--- src/rtl/cmp_share_sched.sv ---
// cmp_share_sched: shares one pipelined FP less-or-equal comparator among
// NREQ slab-test requesters. Requests are arbitrated, issued one per cycle,
// tagged with the requester ID and collected into a show-ahead response
// FIFO. Grants are credit-limited so a comparator result is never dropped.
// Build option: define CMP_SHARE_RR_EN for round-robin arbitration; the
// default build uses fixed priority (lowest requester index wins).
module cmp_share_sched #(
    parameter int NREQ       = 4,
    parameter int IDW        = 2,
    parameter int WIDTH      = 21,
    parameter int LAT        = 3,
    parameter int FIFO_DEPTH = 4
) (
    input  logic                      clk,
    input  logic                      rst,
    input  logic [NREQ-1:0]           req_valid,
    output logic [NREQ-1:0]           req_ready,
    input  logic [NREQ*(WIDTH+1)-1:0] req_a,
    input  logic [NREQ*(WIDTH+1)-1:0] req_b,
    output logic                      cmp_issue,
    output logic [WIDTH:0]            cmp_a,
    output logic [WIDTH:0]            cmp_b,
    input  logic                      cmp_le,
    output logic                      rsp_valid,
    input  logic                      rsp_ready,
    output logic [IDW-1:0]            rsp_id,
    output logic                      rsp_le
);

    localparam int OW  = WIDTH + 1;
    localparam int AW  = $clog2(FIFO_DEPTH);
    localparam int CRW = $clog2(FIFO_DEPTH + LAT + 2) + 1;

    logic              issue_r;
    logic [IDW-1:0]    issue_id;
    logic [OW-1:0]     cmp_a_r;
    logic [OW-1:0]     cmp_b_r;
    logic [LAT-1:0]    tag_vld;
    logic [IDW-1:0]    tag_id [LAT];
    logic [IDW:0]      fifo_mem [FIFO_DEPTH];
    logic [AW-1:0]     rd_ptr;
    logic [AW-1:0]     wr_ptr;
    logic [AW:0]       fifo_cnt;
    logic              push;
    logic              pop;
    logic [CRW-1:0]    in_flight;
    logic [CRW-1:0]    occupancy;
    logic              credit_ok;
    logic              grant_any;
    logic [IDW-1:0]    grant_id;
    logic [OW-1:0]     sel_a;
    logic [OW-1:0]     sel_b;
`ifdef CMP_SHARE_RR_EN
    logic [IDW-1:0]    rr_ptr;
`endif

    assign push      = tag_vld[LAT-1];
    assign pop       = (fifo_cnt != '0) && rsp_ready;
    assign rsp_valid = (fifo_cnt != '0);
    assign rsp_id    = fifo_mem[rd_ptr][IDW:1];
    assign rsp_le    = fifo_mem[rd_ptr][0];
    assign cmp_issue = issue_r;
    assign cmp_a     = cmp_a_r;
    assign cmp_b     = cmp_b_r;

    // Outstanding compares: the issue register plus every valid tag stage.
    // The issue register holds a compare that has not reached the tag pipe
    // yet, so it must be counted or the FIFO could be overcommitted by one.
    always_comb begin
        in_flight = CRW'(issue_r);
        for (int i = 0; i < LAT; i++) begin
            in_flight = in_flight + CRW'(tag_vld[i]);
        end
    end

    assign occupancy = CRW'(fifo_cnt) - CRW'(pop) + in_flight;
    assign credit_ok = occupancy < CRW'(FIFO_DEPTH);

`ifdef CMP_SHARE_RR_EN
    // Round-robin grant: first valid requester at or after rr_ptr.
    always_comb begin
        grant_any = 1'b0;
        grant_id  = '0;
        if (!rst && credit_ok) begin
            for (int k = 0; k < NREQ; k++) begin
                if (!grant_any && req_valid[(int'(rr_ptr) + k) % NREQ]) begin
                    grant_any = 1'b1;
                    grant_id  = IDW'((int'(rr_ptr) + k) % NREQ);
                end
            end
        end
    end
`else
    // Fixed-priority grant: lowest valid index wins.
    always_comb begin
        grant_any = 1'b0;
        grant_id  = '0;
        if (!rst && credit_ok) begin
            for (int k = NREQ - 1; k >= 0; k--) begin
                if (req_valid[k]) begin
                    grant_any = 1'b1;
                    grant_id  = IDW'(k);
                end
            end
        end
    end
`endif

    assign req_ready = grant_any ? (NREQ'(1) << grant_id) : '0;
    assign sel_a     = req_a[int'(grant_id)*OW +: OW];
    assign sel_b     = req_b[int'(grant_id)*OW +: OW];

    // Issue register: launch the granted operands; operands hold when idle.
    always_ff @(posedge clk) begin
        if (rst) begin
            issue_r  <= 1'b0;
            issue_id <= '0;
            cmp_a_r  <= '0;
            cmp_b_r  <= '0;
        end else begin
            issue_r <= grant_any;
            if (grant_any) begin
                issue_id <= grant_id;
                cmp_a_r  <= sel_a;
                cmp_b_r  <= sel_b;
            end
        end
    end

    // Tag pipe: last stage lines up with the comparator's cmp_le output.
    always_ff @(posedge clk) begin
        if (rst) begin
            tag_vld <= '0;
            for (int i = 0; i < LAT; i++) begin
                tag_id[i] <= '0;
            end
        end else begin
            tag_vld[0] <= issue_r;
            tag_id[0]  <= issue_r ? issue_id : '0;
            for (int i = 1; i < LAT; i++) begin
                tag_vld[i] <= tag_vld[i-1];
                tag_id[i]  <= tag_id[i-1];
            end
        end
    end

    // Response FIFO: push {id, le} on tag output, pop on rsp handshake.
    always_ff @(posedge clk) begin
        if (rst) begin
            rd_ptr   <= '0;
            wr_ptr   <= '0;
            fifo_cnt <= '0;
            for (int i = 0; i < FIFO_DEPTH; i++) begin
                fifo_mem[i] <= '0;
            end
        end else begin
            if (push) begin
                fifo_mem[wr_ptr] <= {tag_id[LAT-1], cmp_le};
                wr_ptr           <= wr_ptr + AW'(1);
            end
            if (pop) begin
                rd_ptr <= rd_ptr + AW'(1);
            end
            case ({push, pop})
                2'b10:   fifo_cnt <= fifo_cnt + (AW+1)'(1);
                2'b01:   fifo_cnt <= fifo_cnt - (AW+1)'(1);
                default: fifo_cnt <= fifo_cnt;
            endcase
        end
    end

`ifdef CMP_SHARE_RR_EN
    // Round-robin pointer: next search starts just past the last grant.
    always_ff @(posedge clk) begin
        if (rst) begin
            rr_ptr <= '0;
        end else if (grant_any) begin
            rr_ptr <= (int'(grant_id) == NREQ - 1) ? '0 : grant_id + IDW'(1);
        end
    end
`endif

endmodule
--- config.mk ---
export PLATFORM = sky130hd
export DESIGN_NAME = cmp_share_sched
export DESIGN_NICKNAME = d
export VERILOG_FILES = /design/src/rtl/cmp_share_sched.sv
export SDC_FILE = /design/constraint.sdc
export NUM_CORES = 1
export LEC_CHECK = 0
export ABC_AREA = 1
export BUFFER_PORTS_ARGS = -buffer_cell sky130_fd_sc_hd__buf_4
export CAP_MARGIN = 40
export CELL_PAD_IN_SITES_DETAIL_PLACEMENT = 1
export CELL_PAD_IN_SITES_GLOBAL_PLACEMENT = 2
export CORE_UTILIZATION = 23
export CTS_BUF_LIST = sky130_fd_sc_hd__clkbuf_16
export DETAILED_ROUTE_END_ITERATION = 8
export PLACE_DENSITY = 0.93
export SLEW_MARGIN = 20
export SYNTH_ARGS = -nofsm -noshare
export SYNTH_HDL_FRONTEND = slang
export SYNTH_SLANG_ARGS = --single-unit
--- constraint.sdc ---
create_clock -name clk -period 2.8 [get_ports clk]
set_input_delay 0.42 -clock clk [delete_from_list [all_inputs] [get_ports clk]]
set_output_delay 0.42 -clock clk [all_outputs]
set_load 0.05 [all_outputs]
After elaboration in Yosys (flattened, before gate mapping)
Memories as Yosys holds them, arrays and structs flattened. A register that Yosys moved wholly into a read port is not among the register bits.
Index checks and enable logic that the tools add are counted.
Word-level totals
  bits in registers: 57
  logic and storage cells: 62
  output and inout bits: 53
  bits in writable memories: 18
  memories: 2
Memories
  fifo_mem: depth 4, bits a word 3, read ports 1, clocked after memory_dff 1, wr ports 4, line 40  | logic [IDW:0] fifo_mem [FIFO_DEPTH];
  tag_id: depth 3, bits a word 2, read ports 3, clocked after memory_dff 0, wr ports 3, line 39  | logic [IDW-1:0] tag_id [LAT];
Operators by class
  shift-type cells: 3
  $lt $le $gt $ge: 1
  eq/ne operators: 2
  mux-type cells: 27
  $add $sub $neg: 9
  multipliers: 1
  bitwise gates (word level): 3
  reductions and logical operators: 6
Operators by type and width (number)
  88-bit by 32-bit variable part select with 22-bit output: 1
  88-bit by 8-bit variable part select with 22-bit output: 1
  2-bit two-way mux: 12
  1-bit two-way mux: 12
  2-bit by 4-bit multiplier with 6-bit output (second input constant): 1
  3-bit one-hot mux with 2 select lines: 1
  5-bit by 4-bit adder with 5-bit output: 1
  5-bit by 3-bit less-than comparator with 1-bit output (second input constant): 1
  2-bit by 1-bit adder with 2-bit output (second input constant): 2
  3-bit by 1-bit adder with 4-bit output: 1
  4-bit two-way mux: 1
  1-bit by 2-bit << shifter with 4-bit output (first input constant): 1
  3-bit by 1-bit subtractor with 4-bit output: 1
  2-bit by 1-bit adder with 3-bit output: 1
  3-bit by 1-bit adder with 3-bit output (second input constant): 1
  3-bit two-way mux: 1
  1-bit bitwise OR: 3
  3-bit nonzero test: 1
  3-bit OR reduction: 1
  3-bit by 1-bit subtractor with 3-bit output (second input constant): 1
  1-bit by 1-bit adder with 2-bit output: 1
  2-bit by 1-bit equality test with 1-bit output (second input constant): 1
  2-bit equality test (second input constant): 1
  1-bit logical AND: 2
  2 further kinds: 2

Logic depth before layout (Yosys ltp)
  word-level depth: 9
  gate-level depth with buffers: 18
  depth with buffers taken out: 17

Worst setup path after synthesis
OpenSTA, ideal clock, no wires.
  path kind: flip-flop to output port
  start point: register fifo_cnt[0]
  end point: output req_ready[2]
  path buffers: 1
  data arrival time: 3022 ps
  cell stages (with the launch flop): 14
  path slack: -642 ps
  cells stage by stage: dfxtp_1 > inv_1 > nand3_1 > nand2_1 > nor2_1 > ha_1 > inv_1 > ha_1 > nor2_1 > nand3_1 > nor2_4 > nand2_2 > clkbuf_1 > nor2_1
On the way
  longest elaborated chain between the ends: 9
  elaborated cells between the ends (all ways): 10
Ends and longest elaborated chain
  start, declared: line 43  | logic [AW:0] fifo_cnt;
  start signal, assigned: line 165  | 2'b10: fifo_cnt <= fifo_cnt + (AW+1)'(1);
  start signal, assigned: line 166  | 2'b01: fifo_cnt <= fifo_cnt - (AW+1)'(1);
  start signal, assigned: line 167  | default: fifo_cnt <= fifo_cnt;
  3-bit nonzero test (*)
  via rsp_valid: line 24  | output logic rsp_valid,
  1-bit logical AND (*): line 58  | assign pop = (fifo_cnt != '0) && rsp_ready;
  3-bit by 1-bit subtractor with 4-bit output (*): line 76  | assign occupancy = CRW'(fifo_cnt) - CRW'(pop) + in_flight;
  5-bit by 4-bit adder with 5-bit output (*): line 76
  5-bit by 3-bit less-than comparator with 1-bit output (*): line 77  | assign credit_ok = occupancy < CRW'(FIFO_DEPTH);
  1-bit logical AND (*): line 98  | if (!rst && credit_ok) begin
  2-bit two-way mux: line 98
  1-bit by 2-bit << shifter with 4-bit output: line 109  | assign req_ready = grant_any ? (NREQ'(1) << grant_id) : '0;
  4-bit two-way mux (*): line 109
  end, declared: line 17  | output logic [NREQ-1:0] req_ready,
Mark *: on every way through the listed nets, which the timed path passes. The rest lies on a longest branch.

Worst setup path after layout
  start point: register fifo_cnt[2]
  end point: output req_ready[2]
On the way
  longest elaborated chain between the ends: 9
  elaborated cells between the ends (all ways): 10
Ends and longest elaborated chain (line)
  3-bit nonzero test: 58
  1-bit logical AND: 58
  3-bit by 1-bit subtractor with 4-bit output (*): 76
  5-bit by 4-bit adder with 5-bit output (*): 76
  5-bit by 3-bit less-than comparator with 1-bit output (*): 77
  1-bit logical AND (*): 98
  2-bit two-way mux: 98
  1-bit by 2-bit << shifter with 4-bit output: 109
  4-bit two-way mux (*): 109
Every way passes the cells marked *; elsewhere a longest branch is shown, timed or not.

==> results.sh <==
export IMPL_max_stage_delay_ns=0.33
export IMPL_pwr_share_comb_pct=38.7
export IMPL_grtUsageTotal_pct=17.7
export IMPL_use_met3_pct=4.05
export IMPL_hold_path_depth=2
export IMPL_syn_to_final_growth_pct=54.3
export IMPL_period_share_pct=98.6
export IMPL_fin_crit_ns=2.76
export IMPL_fin_area_mm2=0.00775
export IMPL_synthFlopType="dfxtp_1"
export IMPL_drt_iter0_drc=211
export IMPL_fp_dieH_um=150
export IMPL_io_pins=237
export IMPL_vias=5959
export IMPL_grt_remaining_overflow=0
export IMPL_tightest_slew_ns=0.668
export IMPL_path_clk_slew_ns=0.06
export IMPL_wl_per_cell_um=14.5
export IMPL_r2r_setup_slack_ns=0.12
export IMPL_top_usage_layer="met2"
export IMPL_grt_use_met2_pct=30.6
export IMPL_ys_types=27
export IMPL_drc=0
export IMPL_min_path_type="reg -> reg"
export IMPL_htreeDepth=3
export IMPL_ant_nets=0
export IMPL_crit_top_cell="nor2_4"
export IMPL_cts_buffer_depth=2
export IMPL_use_met1_pct=21.3
export IMPL_synth_top_area_share_pct=25.9
export IMPL_n_antenna_cell=0
export IMPL_worst_setup_path_end_kind="output port"
export IMPL_tritoncts="built"
export IMPL_crit_path_max_fanout=5
export IMPL_start_kind="register"
export IMPL_syn_inst=847
export IMPL_synth_largest_area_cell="dfxtp_1"
export IMPL_outcome="complete, no violations"
export IMPL_clkSinkCount=77
export IMPL_criticalPathCategory="reg -> out"
export IMPL_fin_cells=1364
export IMPL_grt_pass1_vias=5920
export IMPL_setup_violations=0
export IMPL_cts_root_buffer="clkbuf_16"
export IMPL_ys_seq_area_share_pct=33.1
export IMPL_slowest_stage="dfxtp_2"
export IMPL_synth_edf_count=12
export IMPL_placed_cells=1327
export IMPL_synthTopCellsByCount="nand2_1, nor2_1, inv_1"
export IMPL_seq_power_share_pct=32.0
export IMPL_max_vdd_ir_drop_mv=0.204
export IMPL_finalSetupTns_ns=0
export IMPL_rows=53
export IMPL_cts_hold_buffers_added=0
export IMPL_final_nets=1274
export IMPL_p_switching_mw=1.52
export IMPL_rr_endpoint="cmp_a[1]"
export IMPL_drive_above_1_share_pct=29.1
export IMPL_worstPathArrival_ns=2.34
export IMPL_grt_pass1_wl_mm=30.7
export IMPL_cap_violations=0
export IMPL_die_w_um=150
export IMPL_hold_path_endpoint="tag_id[0][5]"
export IMPL_p_int_mw=2.53
export IMPL_placed_cell_area_mm2=0.00715
export IMPL_crit_chain="inv_2 -> nand3_4 -> nand2_2 -> nor2_2 -> ha_1 -> inv_1 -> ha_2 -> nor2_4 -> nand3_2 -> nor2_4 -> nand2_8 -> nor2_4 -> buf_8"
export IMPL_place_congestion=0.834
export IMPL_initial_core_util_pct=23.7
export IMPL_drt_wl_total_mm=19.7
export IMPL_synthTopCellsByArea="dfxtp_1, nand2_1, nor2_1, inv_1, nand3_1"
export IMPL_grt_max_degree=66
export IMPL_fin_total_pwr_mw=4.06
export IMPL_clock_latency_ns=0.34
export IMPL_leakage_nw=4.16
export IMPL_p_clk_share_pct=29.4
export IMPL_swShare_pct=37.6
export IMPL_ys_seq_elements=77
export IMPL_cp_required_ns=2.38
export IMPL_slew_headroom_pct=55.5
export IMPL_synth_area_mm2=0.00503
export IMPL_dp_hpwl_mm=14.1
export IMPL_clock_skew_ns=0.00734
export IMPL_ys_warn_count=0
export IMPL_drtPass1Iterations=4
export IMPL_port_buffers=236
export IMPL_rsz0062_at_grt="true"
export IMPL_antenna_found_initial=0
export IMPL_async_reset_ff_share_pct=0
export IMPL_maxSlewViolCount=0
export IMPL_syn_nets=1037
export IMPL_hold_start="tag_id[0][3]"
export IMPL_avgSynthCellArea_um2=5.93
export IMPL_fmax_mhz=362
export IMPL_numCtsBuffers=9
export IMPL_viasPerCell=4.37
export IMPL_finalHoldViolations=0
export IMPL_r2r_cells=20
export IMPL_power_density_mw_per_mm2=523
export IMPL_rr_startpoint="fifo_cnt[2]"
export IMPL_core_region_area_mm2=0.0212
export IMPL_die_area_mm2=0.0224
-- worst max-delay path by stage --
| stage | from | to | slack (ns) |
|---|---|---|---|
| after floorplan | fifo_cnt[0] | req_ready[2] | 0.05 |
| after global placement | rsp_ready | req_ready[1] | 0.07 |
| after detailed placement | rsp_ready | req_ready[1] | -0.02 |
| after CTS | fifo_cnt[0] | req_ready[1] | -0.01 |
| after global routing | fifo_cnt[0] | req_ready[1] | -0.1 |
| final | fifo_cnt[2] | req_ready[2] | 0.04 |
-- power by group through the flow --
stage               registers [mW]  logic [mW]  clock network [mW]
floorplan                     1.59       0.631                   0
global placement              1.32        1.47                   0
detailed placement            1.32        1.49                   0
CTS                           1.30        1.56                1.24
global route                  1.31        1.71                1.29
finish                        1.30        1.57                1.19
-- state kept, by name (all words and copies together), names as in the netlist, named ones only --
signal     flops
fifo_mem      12
fifo_cnt       3
cmp_issue      1
wr_ptr         2
cmp_a         22
tag_id         6
rd_ptr         2
tag_vld        3
issue_id       2
cmp_b         22
-- worst max-delay path, delay by kind of cell, from the launching register on --
kind,cells,cell delay (ns)
simple gates,8,0.95
fa+ha+maj,2,0.44
flops,1,0.33
buf+inv,3,0.27
-- metrics by stage --
stage          hold slack [ns]  setup slack [ns]  util, %
3_3_place_gp             0.393            0.0747     33.7
3_5_place_dp             0.396           -0.0175     33.7
2_1_floorplan            0.388            0.0498        -
4_1_cts                  0.401          -0.00961     36.1
6_report                 0.396            0.0388     36.5
5_1_grt                  0.423           -0.0978     36.5
-- logic make-up (layout without fill, tap and decap cells) --
| kind of cell | count (synthesis) | count (layout) | share of synthesized area [%] |
|---|---|---|---|
| compound gates | 75 | 75 | 9.19 |
| simple gates | 468 | 468 | 38.2 |
| flops | 77 | 77 | 33.1 |
| buf+inv | 221 | 463 | 17.8 |
| fa+ha+maj | 6 | 6 | 1.79 |
-- cell usage in the layout, fill, tap and decap left out, drive strengths merged, types with 3 or more instances in the layout --
cell / count
clkinv: 3
dfxtp: 65
o21ai: 14
nand3: 103
nand2: 180
clkbuf: 9
nor2: 179
o22ai: 3
nor3: 4
buf: 270
ha: 4
a21oi: 32
inv: 177
edfxtp: 12
o211ai: 24
-- layout make-up --
class | instances | area, um2
inverter | 175 | 659
sequential | 77 | 1670
tap | 275 | 344
timing repair buffer | 272 | 2210
clock buffer | 9 | 225
fill | 2773 | 13500
multi-input combinational | 549 | 2570
clock inverter | 7 | 73.8
-- timing repair --
| action | in CTS | in global routing |
|---|---|---|
| endpoints found under the setup margin | 20 | 49 |
| pin swaps | 4 | 16 |
| buffers inserted | 14 | 5 |
| gates resized for setup | 12 | 20 |
| gates cloned | 2 | 0 |
-- layer usage --
layer	part of all wire [%]	routed length (um)	vias to the layer above
li1	-	-	3038
met1	43	8470	2716
met2	48	9500	181
met3	6.8	1330	24
met4	2.2	425	0
met5	0	0	-
(Power assumes the default switching activity.)
